<file path="src/rtl/sos_pkg.sv">
// Shared encodings for the SOS detection chain: symbol codes from dash_dot,
// letter classification codes and the sequence FSM states.
package sos_pkg;

  // Symbol codes as delivered by dash_dot with sym_ready.
  localparam logic [1:0] SYM_DOT   = 2'b00;
  localparam logic [1:0] SYM_DASH  = 2'b11;
  localparam logic [1:0] SYM_SPACE = 2'b10;
  localparam logic [1:0] SYM_RSVD  = 2'b01;

  // Letter classification codes.
  localparam logic [1:0] LET_OTHER = 2'b00;
  localparam logic [1:0] LET_S     = 2'b01;
  localparam logic [1:0] LET_O     = 2'b10;

  // Sequence FSM states: nothing matched, "S" seen, "S O" seen.
  typedef enum logic [1:0] {
    ST_IDLE   = 2'b00,
    ST_GOT_S  = 2'b01,
    ST_GOT_SO = 2'b10
  } sos_state_t;

endpackage

</file>
<file path="src/rtl/morse_letter_assembler.sv">
// Groups dot/dash symbols into letters and classifies each closed letter as
// S, O or OTHER.
//
// Handshake: sym_ready is a one-cycle strobe with no back-pressure; sym_code
// is consumed on every rising edge where sym_ready=1 and ignored otherwise.
// letter_valid is a one-cycle pulse, letter_code holds between pulses.
//
// close_now/close_code are the combinational "a letter closes on this edge"
// view, so the sequence FSM can register its result on the same edge as
// letter_valid.
module morse_letter_assembler
  import sos_pkg::*;
#(
  parameter int MAX_SYMS = 4
) (
  input  logic       clk,
  input  logic       rst_n,
  input  logic       sym_ready,
  input  logic [1:0] sym_code,
  output logic       close_now,
  output logic [1:0] close_code,
  output logic       letter_valid,
  output logic [1:0] letter_code
);

  localparam int LEN_W = $clog2(MAX_SYMS + 1);

  // Only letters of exactly three symbols can be S or O, so the shift
  // register keeps the three most recent symbols (1 = dash).
  logic [2:0]       shreg;
  logic [LEN_W-1:0] len;
  logic             poison;
  logic             is_mark;

  // Decode the current strobe and classify the letter being closed.
  always_comb begin
    is_mark    = sym_ready && (sym_code == SYM_DOT || sym_code == SYM_DASH);
    close_now  = sym_ready && (sym_code == SYM_SPACE) &&
                 ((len != '0) || poison);
    close_code = LET_OTHER;
    if (!poison && (len == LEN_W'(3))) begin
      if (shreg == 3'b000) begin
        close_code = LET_S;
      end else if (shreg == 3'b111) begin
        close_code = LET_O;
      end
    end
  end

  // Letter assembly: shift, length count and poison tracking.
  always_ff @(posedge clk or negedge rst_n) begin
    if (!rst_n) begin
      shreg  <= '0;
      len    <= '0;
      poison <= 1'b0;
    end else if (close_now) begin
      shreg  <= '0;
      len    <= '0;
      poison <= 1'b0;
    end else if (is_mark) begin
      if (len == LEN_W'(MAX_SYMS)) begin
        poison <= 1'b1;
      end else begin
        shreg <= {shreg[1:0], (sym_code == SYM_DASH)};
        len   <= len + LEN_W'(1);
      end
    end else if (sym_ready && (sym_code == SYM_RSVD)) begin
      poison <= 1'b1;
    end
  end

  // Registered letter outputs; the code holds its last value between pulses.
  always_ff @(posedge clk or negedge rst_n) begin
    if (!rst_n) begin
      letter_valid <= 1'b0;
      letter_code  <= LET_OTHER;
    end else begin
      letter_valid <= close_now;
      if (close_now) begin
        letter_code <= close_code;
      end
    end
  end

endmodule

</file>
<file path="src/rtl/sos_detector.sv">
// SOS detector: assembles Morse letters and flags every S-O-S letter
// sequence, overlapping matches included (SOSOS gives two detections).
// Optional feature macro: SOS_COUNT_EN adds a saturating sos_count output.
// dbg_state exposes the sequence FSM state.
module sos_detector
  import sos_pkg::*;
#(
  parameter int MAX_SYMS = 4,
  parameter int COUNT_W  = 8
) (
  input  logic               clk,
  input  logic               rst_n,
  input  logic               sym_ready,
  input  logic [1:0]         sym_code,
  output logic               letter_valid,
  output logic [1:0]         letter_code,
  output logic               sos_found,
`ifdef SOS_COUNT_EN
  output logic [COUNT_W-1:0] sos_count,
`endif
  output logic [1:0]         dbg_state
);

  logic       close_now;
  logic [1:0] close_code;
  sos_state_t state;
  sos_state_t next_state;
  logic       found_next;

  morse_letter_assembler #(
    .MAX_SYMS(MAX_SYMS)
  ) u_asm (
    .clk         (clk),
    .rst_n       (rst_n),
    .sym_ready   (sym_ready),
    .sym_code    (sym_code),
    .close_now   (close_now),
    .close_code  (close_code),
    .letter_valid(letter_valid),
    .letter_code (letter_code)
  );

  // Sequence FSM state register.
  always_ff @(posedge clk or negedge rst_n) begin
    if (!rst_n) begin
      state <= ST_IDLE;
    end else begin
      state <= next_state;
    end
  end

  // Next state advances only when a letter closes; a closing S after "S O"
  // flags a match and leaves the FSM in GOT_S so overlaps are caught.
  always_comb begin
    next_state = state;
    found_next = 1'b0;
    if (close_now) begin
      case (state)
        ST_IDLE: begin
          next_state = (close_code == LET_S) ? ST_GOT_S : ST_IDLE;
        end
        ST_GOT_S: begin
          if (close_code == LET_S) begin
            next_state = ST_GOT_S;
          end else if (close_code == LET_O) begin
            next_state = ST_GOT_SO;
          end else begin
            next_state = ST_IDLE;
          end
        end
        ST_GOT_SO: begin
          if (close_code == LET_S) begin
            next_state = ST_GOT_S;
            found_next = 1'b1;
          end else begin
            next_state = ST_IDLE;
          end
        end
        default: next_state = ST_IDLE;
      endcase
    end
  end

  // Detection pulse, registered on the same edge as letter_valid.
  always_ff @(posedge clk or negedge rst_n) begin
    if (!rst_n) begin
      sos_found <= 1'b0;
    end else begin
      sos_found <= found_next;
    end
  end

`ifdef SOS_COUNT_EN
  // Saturating detection counter, updated alongside sos_found.
  always_ff @(posedge clk or negedge rst_n) begin
    if (!rst_n) begin
      sos_count <= '0;
    end else if (found_next && (sos_count != '1)) begin
      sos_count <= sos_count + COUNT_W'(1);
    end
  end
`endif

  assign dbg_state = state;

endmodule

</file>
<file path="config.mk">
export PLATFORM = sky130hd
export DESIGN_NAME = sos_detector
export DESIGN_NICKNAME = d
export VERILOG_FILES = /design/src/rtl/sos_pkg.sv /design/src/rtl/morse_letter_assembler.sv /design/src/rtl/sos_detector.sv
export SDC_FILE = /design/constraint.sdc
export NUM_CORES = 1
export LEC_CHECK = 0
export CAP_MARGIN = 0
export CORE_AREA = 4 4 42 44
export CTS_BUF_LIST = sky130_fd_sc_hd__clkbuf_4
export CTS_CLUSTER_DIAMETER = 30
export DETAILED_ROUTE_END_ITERATION = 12
export DIE_AREA = 0 0 46 48
export GPL_TIMING_DRIVEN = 0
export PLACE_DENSITY = 0.81
export RECOVER_POWER = 100
export SYNTH_ARGS = -nofsm -noshare
export SYNTH_HDL_FRONTEND = slang
export SYNTH_SLANG_ARGS = --single-unit
</file>
<file path="constraint.sdc">
create_clock -name clk -period 1.79 [get_ports clk]
set_input_delay 0.179 -clock clk [delete_from_list [all_inputs] [get_ports clk]]
set_output_delay 0.179 -clock clk [all_outputs]
set_load 0.02 [all_outputs]
</file>
* After elaboration in Yosys (flattened, before gate mapping) *
Index checks and enable logic that the tools add are counted.

word-level totals
  register bits = 13
  output and inout port bits = 6
  logic and storage cells = 57

cells by class
  add/subtract/negate cells = 1
  eq/ne operators = 12
  muxes and demuxes = 20
  reduce and logical (&&, ||, !) cells = 17

operators with widths
  operator             number
  $mux 3               6
  $mux 2               5
  $eq 2x2->1 const B   4
  $mux 1               8
  $eq 2x1->1 const B   3
  $eq 3x3->1 const B   2
  $reduce_bool 3->1    2
  $logic_and 1x1->1    5
  $logic_not 2->1      2
  $pmux 2 s2           1
  $reduce_and 2->1     2
  $add 3x1->3 const B  1
  $eq 3x2->1 const B   1
  $logic_not 3->1      1
  $ne 3x2->1 const B   1
  $logic_or 1x1->1     2
  $ne 2x1->1 const B   1
  $reduce_bool 2->1    1
  $reduce_or 2->1      1
  $logic_not 1->1      1

* Depth between registers and ports, before layout *
Gate-level depths: netlist (run 1).

  word-level depth = 8
  gate-level depth with buffers = 6

* By module *
A second synthesis (run 1) with hierarchy kept.

unflattened totals
  cells, all modules = 55
  area, all modules = 694.4 um^2

by module, submodules not included
  module                  seq. area each (um^2)  times used  area an instance (um^2)  cells an instance
  morse_letter_assembler  250.2                  1           561.8                    44
  sos_detector            75.1                   1           132.6                    11

* Least setup slack after synthesis (run 1) *
Ideal clock, no wire load.

  kind = register to register
  start = reg u_asm.len[0]
  end = reg u_asm.shreg[0]
  clock period less this slack = 1.511 ns
  cell stages (with the launch flop) = 6
  slack = 0.279 ns
  data arrival time = 1.383 ns
  setup time = 0.128 ns
  required time = 1.662 ns
  cells stage by stage = dfrtp_1 > inv_1 > ha_1 > and2_4 > a221oi_2 > mux2_1

between the ends
  longest elaborated chain between the ends = 5
  elaborated cells on any way between the ends = 8
  classes of those cells = 2 x eq/ne; 1 x mux; 5 x reduce/logical

ends and longest elaborated chain
  element                                                    RTL line                      source
  start, declared                                            morse_letter_assembler.sv:31  logic [LEN_W-1:0] len;
  start signal, assigned                                     morse_letter_assembler.sv:65  len <= len + LEN_W'(1);
  $reduce_bool 3->1                                          morse_letter_assembler.sv:39  ((len != '0) || poison);
  $logic_or 1x1->1                                           morse_letter_assembler.sv:39
  $logic_and 1x1->1                                          morse_letter_assembler.sv:38  close_now = sym_ready && (sym_code == SYM_SPACE) &&
  $ne 2x1->1 (no line) or $reduce_bool 2->1 (tied branches)  -
  $reduce_and 2->1 (no line)                                 -
  end signal, assigned                                       morse_letter_assembler.sv:64  shreg <= {shreg[1:0], (sym_code == SYM_DASH)};
  end, declared                                              morse_letter_assembler.sv:30  logic [2:0] shreg;

Parallel ways exist; a longest one is shown, timed or not.
A chain may end at the register's enable or synchronous reset.

* Worst setup path in the final report (run 1) *
  start = in sym_code[0]
  end = reg u_asm.shreg[0]

between the ends
  longest elaborated chain between the ends = 5
  elaborated cells on any way between the ends = 13
  classes of those cells = 3 x eq/ne; 3 x mux; 7 x reduce/logical

ends and longest elaborated chain
  element                                                    RTL line                                                    source
  start, declared                                            sos_detector.sv:14                                          input logic [1:0] sym_code,
  $eq 2x2->1 (tied with other cells)                         morse_letter_assembler.sv:38
  $logic_and 1x1->1 or $logic_or 1x1->1 (tied branches)      morse_letter_assembler.sv:38, morse_letter_assembler.sv:37
  $logic_and 1x1->1 (on tied branches)                       morse_letter_assembler.sv:38, morse_letter_assembler.sv:37
  $ne 2x1->1 (no line) or $reduce_bool 2->1 (tied branches)  -
  $reduce_and 2->1 (no line)                                 -

Parallel ways exist; a longest one is shown, timed or not. The select of a mux whose other input is x is not followed.

==> run summary, run 1 <==
CTS Buf Count = 3
Placer Congestion = 0.7689
combinational family with the most area after synthesis = simple AND/OR/NAND/NOR gates
post-CTS sizing = 0
Final min period = 1.648 ns
vias in the first global route = 503
Antenna Nets Post-Route = 0
XOR/XNOR Fraction of Synth Area = 0%
Pre-antenna DRT Iters = 5
die area = 2208 µm²
mapped cell area = 709.4 µm²
reg2reg end = u_asm.shreg[0]
vias per cell = 5.698
synth unique cells = 26
number of max-cap violations = 0
RSZ-0062 raised after global routing = no
Peak VDD IR = 0.0004817 V
fin worst setup slack = 0.1421 ns
Area Overhead vs Synth = 19.58%
hold buffer count at CTS = 0
adder and majority gate portion of the synthesized area = 10.58%
Placed Area = 829.5 µm²
worst reg2reg startpoint = u_asm.len[0]
fmax = 606.8 MHz
grt met3 use = 3.759%
clock sinks = 13
max_slew headroom = 61.03%
Synth top area share = 45.86%
WS Path Type = in2reg
path depth of the worst reg2reg path = 5
final setup vio count = 0
Clock Skew = 0.003253 ns
largest net degree at the start of global routing = 14
Initial Utilization = 49.39%
Worst Setup SP = sym_code[0]
fin crit share = 92.06%
total number of vias = 547
Final Max Slew Viols = 0
R2R Setup Slk = 0.15 ns
Top Ports = 11
YS warnings = 0
Leak Pwr = 0.4403 nW
average wire per standard cell = 14.09 µm
PwrDens = 1112 nW/µm²
CP max stage cell = clkdlybuf4s50_1
Synth area leaders = dfrtp_1, ha_1, o21ai_0, inv_1, nor4_4
width of the die = 46 µm
pre-CTS WS = -0.1934 ns
post-synthesis compound-gate area fraction = 16.75%
crit path max fanout = 7
GR Util met2 = 25.00%
Most Used Layer, Global Route = met2
GR Overflow Total = 0
status = complete, no violations
post-DP HPWL = 962.9 µm
height of the die = 48 µm
TritonCTS clock tree = yes
final wirelength = 1353 µm
Syn Nets = 77
share of layout cells above drive strength 1 = 13.75%
Clk Latency, worst-skew pair = 0.28 ns
crit path launch type = input pin
H-tree levels = 1
Final Hold Viols = 0
count of state elements after synthesis = 13
n_diodes = 0
IO buf count = 10
initial antenna violation count = 0
mux cell area share after synthesis = 1.587%
first-pass GRT wire length = 2194 µm
nets@finish = 92
core area = 1436 µm²
cell taking the most area after synthesis = dfrtp_1
Synth Area in Simple Gates = 20.99%
crit-path cells = clkdlybuf4s50_1 -> inv_1 -> ha_1 -> o21ai_0 -> a221oi_2 -> mux2_1
CTS clk-pin slew, worst paths = 0.08 ns
Avg Inst Size Synth = 10.75 µm²
critical path arrival = 1.82 ns
clk buf depth = 2
GRT Total Usage = 14.44%
Hold WC Path Type = in2async
drt drc = 0
CP required = 1.96 ns
post-synthesis sequential area ratio = 45.86%
Post-CTS Setup Inserts = 0
DR iter-0 viols = 18
Worst-Margin Slew = 0.5827 ns
setup tns final = 0 ns
row count = 14
GRT met1 Usage = 15.86%
Cells after Synth = 66
CTS root buf = clkbuf_4
max incr delay on CP = 0.50 ns
Worst setup EP type = flop
finished layout cell area = 848.3 µm²
==> power breakdown <==
| group | switching [W] | internal, W |
|---|---|---|
| logic | 0.000169 | 0.000146 |
| registers | 0.0000692 | 0.000357 |
| clock network | 0.000100 | 0.000102 |
| total | 0.000338 | 0.000605 |
==> worst max-delay path: cells and delay by family <==
family	cells	cell delay, ns
fa+ha+maj	1	0.38
buf+inv	2	0.56
mux	1	0.35
compound gates	2	0.35
==> worst max-delay path by stage <==
stage	to	slack, ns	depth (start not counted)
3_5_place_dp	u_asm.shreg[0]	-0.19	6
6_report	u_asm.shreg[0]	0.14	6
4_1_cts	u_asm.shreg[0]	0.11	6
2_1_floorplan	u_asm.shreg[0]	0.28	5
5_1_grt	u_asm.shreg[0]	0.05	5
3_3_place_gp	u_asm.shreg[0]	-0.15	6
==> sequential cells by signal, summed over array words and instances, names as in the netlist <==
register	flops
dbg_state	2
u_asm.shreg	3
u_asm.letter_valid	1
sos_found	1
u_asm.poison	1
u_asm.len	3
u_asm.letter_code	2
==> layout make-up <==
class                           instances  area, µm²
Multi-Input combinational cell         45      342.8
Clock buffer                            4      30.03
Timing Repair Buffer                   10      100.1
Fill cell                             122      588.1
Tap cell                               16      20.02
Sequential cell                        13      325.3
Inverter                                8      30.03
==> kinds of logic (layout without fill, tap and decap cells) <==
| kind of cell | after synthesis | in the layout |
|---|---|---|
| compound gates | 18 | 18 |
| fa+ha+maj | 6 | 6 |
| buf+inv | 8 | 22 |
| flops | 13 | 13 |
| mux | 1 | 1 |
| simple gates | 20 | 20 |
==> stage by stage <==
step           util, %  cells  hold WS, ns  total power, W
2_1_floorplan        -     66      -0.1166       0.0006677
3_3_place_gp     57.75     92       0.4608       0.0007354
3_5_place_dp     57.75     92       0.4669       0.0007497
4_1_cts          59.84     96       0.2843       0.0009647
5_1_grt          59.06     96       0.3812        0.001006
6_report         59.06     96       0.3301       0.0009431
==> layer usage <==
| layer | wire length, µm | up-vias |
|---|---|---|
| met1 | 570 | 253 |
| met3 | 70 | 6 |
| met5 | 0 | - |
| li1 | - | 264 |
| met2 | 668 | 24 |
| met4 | 44 | 0 |
==> synthesized netlist by cell type <==
master / instances
nand2_2: 2
inv_1: 7
o21ai_0: 7
nand2_1: 3
nand4_1: 3
a21o_1: 2
nor4_2: 1
nor2b_4: 1
nand2b_1: 1
dfrtp_1: 13
mux2_1: 1
a21oi_1: 4
nor4_4: 1
or3_1: 2
nor3b_1: 1
a22o_1: 2
a221oi_2: 1
and3b_1: 1
ha_1: 6
nand3_1: 1
a21o_2: 1
nor2_1: 1
nor2b_1: 1
and2_4: 1
inv_2: 1
a211oi_1: 1
==> placed cells by master (no fill, tap or decap) <==
cell type         n
or3_1             2
clkbuf_4          4
and3b_1           1
a21o_2            1
dlygate4sd3_1     7
nand4_1           3
nor4_2            2
dfrtp_1          13
inv_1             8
a21oi_1           4
nand2b_1          1
nor3b_1           1
clkdlybuf4s50_1   3
nand3_1           1
ha_1              6
o21ai_0           7
and2_4            1
nor2b_1           1
a22o_1            2
a221oi_2          1
a21o_1            2
mux2_1            1
nor2b_4           1
nand2_1           4
nor2_1            1
a211oi_1          1
nand2_2           1
Note: power is estimated with default switching activity, not from simulation.
==> run 2, diff against run 1 <==
--- a/config.mk
+++ b/config.mk
@@ -12,8 +12,10 @@
 export DETAILED_ROUTE_END_ITERATION = 12
 export DIE_AREA = 0 0 46 48
 export GPL_TIMING_DRIVEN = 0
-export PLACE_DENSITY = 0.81
+export MAX_ROUTING_LAYER = met4
+export PLACE_DENSITY = 0.79
 export RECOVER_POWER = 100
 export SYNTH_ARGS = -nofsm -noshare
 export SYNTH_HDL_FRONTEND = slang
+export SYNTH_HIERARCHICAL = 1
 export SYNTH_SLANG_ARGS = --single-unit
==> run summary, run 2 <==
critical path arrival = 1.88 ns (+0.06 ns)
cell family with most CP delay = buffers and inverters
crit path max fanout = 6 (-1)
YS warnings = 6 (+6)
Worst setup EP type = flop
reg2reg end = u_asm/shreg[0]
filler cell count = 115 (-5.7%)
number of synthesized flops with an enable pin = 0 (unchanged)
CTS clk-pin slew, worst paths = 0.08 ns (about the same)
most frequent cell after synthesis = dfrtp_1
CP max stage cell = clkdlybuf4s50_1
Final Hold Viols = 0 (unchanged)
n_diodes = 0 (unchanged)
PwrDens = 991.9 nW/µm² (-11%)
row count = 14 (unchanged)
average wire per standard cell = 13.29 µm (-5.7%)
synth unique cells = 22 (-15%)
clk buf depth = 2 (unchanged)
RSZ-0062 raised after global routing = no
GRT met1 Usage = 15.28% (-0.58 points)
Antenna Nets Post-Route = 0 (unchanged)
count of state elements after synthesis = 13 (unchanged)
H-tree levels = 1 (unchanged)
GR Util met2 = 18.68% (-6.3 points)
most common cell after layout, fill and taps aside = dfrtp_1
overall power = 0.0008576 W (-9.1%)
drt drc = 0 (unchanged)
GRT Total Usage = 12.52% (-1.9 points)
crit-path cells = clkdlybuf4s50_1 -> inv_1 -> ha_2 -> o32a_4 -> o211ai_4 -> mux2_4
height of the die = 48 µm (unchanged)
fmax = 580.5 MHz (-4.3%)
Setup crit end = u_asm/shreg[0]
post-DP HPWL = 877.4 µm (-8.9%)
Psw = 0.0002795 W (-17%)
CP required = 1.95 ns (about the same)
cell taking the most area after synthesis = dfrtp_1
die area = 2208 µm² (unchanged)
sw frac = 32.60% (-3.2 points)
R2R Setup Slk = 0.10 ns (-0.05 ns)
Regs by FF count = u_asm/len x3, u_asm/shreg x3
Logic pwr share = 32.2% (-1.2 points)
WS Path Type = in2reg
Worst-Margin Slew = 0.5679 ns (-0.01475 ns)
Placer Congestion = 0.7404 (-3.7%)
total number of vias = 452 (-17%)
core area = 1436 µm² (unchanged)
Pre-antenna DRT Iters = 4 (-1)
clock power share = 20.2% (-1.2 points)
Crit. path cell count = 6 (unchanged)
path depth of the worst reg2reg path = 6 (+1)
nets@finish = 81 (-12%)
CTS root buf = clkbuf_4
Post-synth ARST share = 100.0% (unchanged)
hold buffer count at CTS = 0 (unchanged)
Top FF cell, synth = dfrtp_1
post-synthesis sequential area ratio = 46.85% (+0.99 points)
Worst Setup SP = sym_code[0]
mapped cell area = 694.4 µm² (-2.1%)
worst reg2reg startpoint = u_asm/len[0]
Top Ports = 11 (unchanged)
largest net degree at the start of global routing = 14 (unchanged)
fin crit share = 96.23% (+4.2 points)
most frequent cells in the layout = dfrtp_1, inv_1, dlygate4sd3_1
Syn Nets = 66 (-14%)
Hold WC Path Type = in2async
first-pass GRT wire length = 1828 µm (-17%)
max incr delay on CP = 0.51 ns (about the same)
Final Util = 60.19% (+1.1 points)
GR Overflow Total = 0 (unchanged)
Cells after Synth = 55 (-17%)
crit path launch type = input pin
max_slew headroom = 62.01% (+0.99 points)
share of layout cells above drive strength 1 = 24.64% (+11 points)
WP buf/inv = 2 (unchanged)
Final min period = 1.723 ns (+0.07468 ns)
final setup vio count = 0 (unchanged)
CTS Buf Count = 3 (unchanged)
clock sinks = 13 (unchanged)
Area Overhead vs Synth = 24.50%
Synth area leaders = dfrtp_1, ha_1, mux2_2, a22o_1, inv_1
Final Max Slew Viols = 0 (unchanged)
Leak Pwr = 0.4294 nW (-2.5%)
Initial Utilization = 48.34% (-1.0 points)
grt met3 use = 6.767% (+3.0 points)
number of max-cap violations = 0 (unchanged)
DR iter-0 viols = 8 (-10)
Avg Inst Size Synth = 12.63 µm² (+17%)
TritonCTS clock tree = yes
width of the die = 46 µm (unchanged)
Most Used Layer, Global Route = met2
Post-synth top cells = dfrtp_1, inv_1, ha_1, a22o_1, mux2_2
Peak VDD IR = 0.0005427 V (+13%)
final wirelength = 1130 µm (-16%)
internal power = 0.0005781 W (-4.5%)
Flop pwr share = 47.6% (+2.4 points)
Clock Skew = 0.003567 ns (+0.0003140 ns)
Clk Latency, worst-skew pair = 0.27 ns (about the same)
setup tns final = 0 ns (unchanged)
IO buf count = 10 (unchanged)
vias in the first global route = 435 (-14%)
initial antenna violation count = 0 (unchanged)
vias per cell = 5.318 (-6.7%)
status = complete, no violations
Synth top area share = 46.85% (+0.99 points)
run 2: cell type report:
| type | instances | area (µm²) | share of cell area (%) |
|---|---|---|---|
| flip-flops and latches | 13 | 325.3 | 37.63 |
| multi-input cells | 35 | 365.4 | 42.26 |
| clock inverters | 1 | 5.005 | 0.5789 |
| inverters | 7 | 26.28 | 3.039 |
| well taps | 16 | 20.02 | 2.315 |
| clock buffers | 3 | 22.52 | 2.605 |
| repair buffers | 10 | 100.1 | 11.58 |
run 2: metal layers:
layer / routed length [µm] / part of all wire [%]
met1: 554 / 49
met2: 521 / 46
met3: 54 / 4.8
met4: 0 / 0
met5: 0 / 0
run 2: worst min-delay path by stage:
stage	endpoint	cells after the start
floorplan	dbg_state[0]	0
global placement	sos_found	1
detailed placement	sos_found	1
CTS	u_asm/shreg[2]	1
global route	u_asm/shreg[2]	1
finish	u_asm/shreg[2]	1
run 2: power groups by stage:
stage	clock network, W	registers [W]	logic [W]
2_1_floorplan	0	0.000404	0.000196
3_3_place_gp	0	0.000404	0.000255
3_5_place_dp	0	0.000410	0.000265
4_1_cts	0.000182	0.000406	0.000267
5_1_grt	0.000199	0.000419	0.000310
6_report	0.000173	0.000408	0.000276
run 2: timing repair:
item / 4_1_cts / 5_1_grt
buffers inserted: 0 / 0
resized for setup: 1 / 3
cloned: 0 / 0
setup endpoints to repair: 1 / 2
run 2: metrics by stage:
stage               hold slack [ns]  setup slack [ns]  area [µm²]  std cells
floorplan                   -0.1166            0.1922       694.4         55
global placement             0.4768           -0.2689       814.5         81
detailed placement           0.4907           -0.2947       814.5         81
CTS                          0.2766         0.0008951       848.3         85
global route                 0.3574           0.03615       864.6         85
finish                       0.3358           0.06745       864.6         85
run 2: cells by family after synthesis:
| family | share of synthesized area, % |
|---|---|
| AO/OA/AOI/OAI | 18.56 |
| adder cells (fa/ha/maj) | 10.81 |
| multiplexers | 8.648 |
| flip-flops | 46.85 |
| buffers and inverters | 3.784 |
| AND/OR/NAND/NOR | 11.35 |
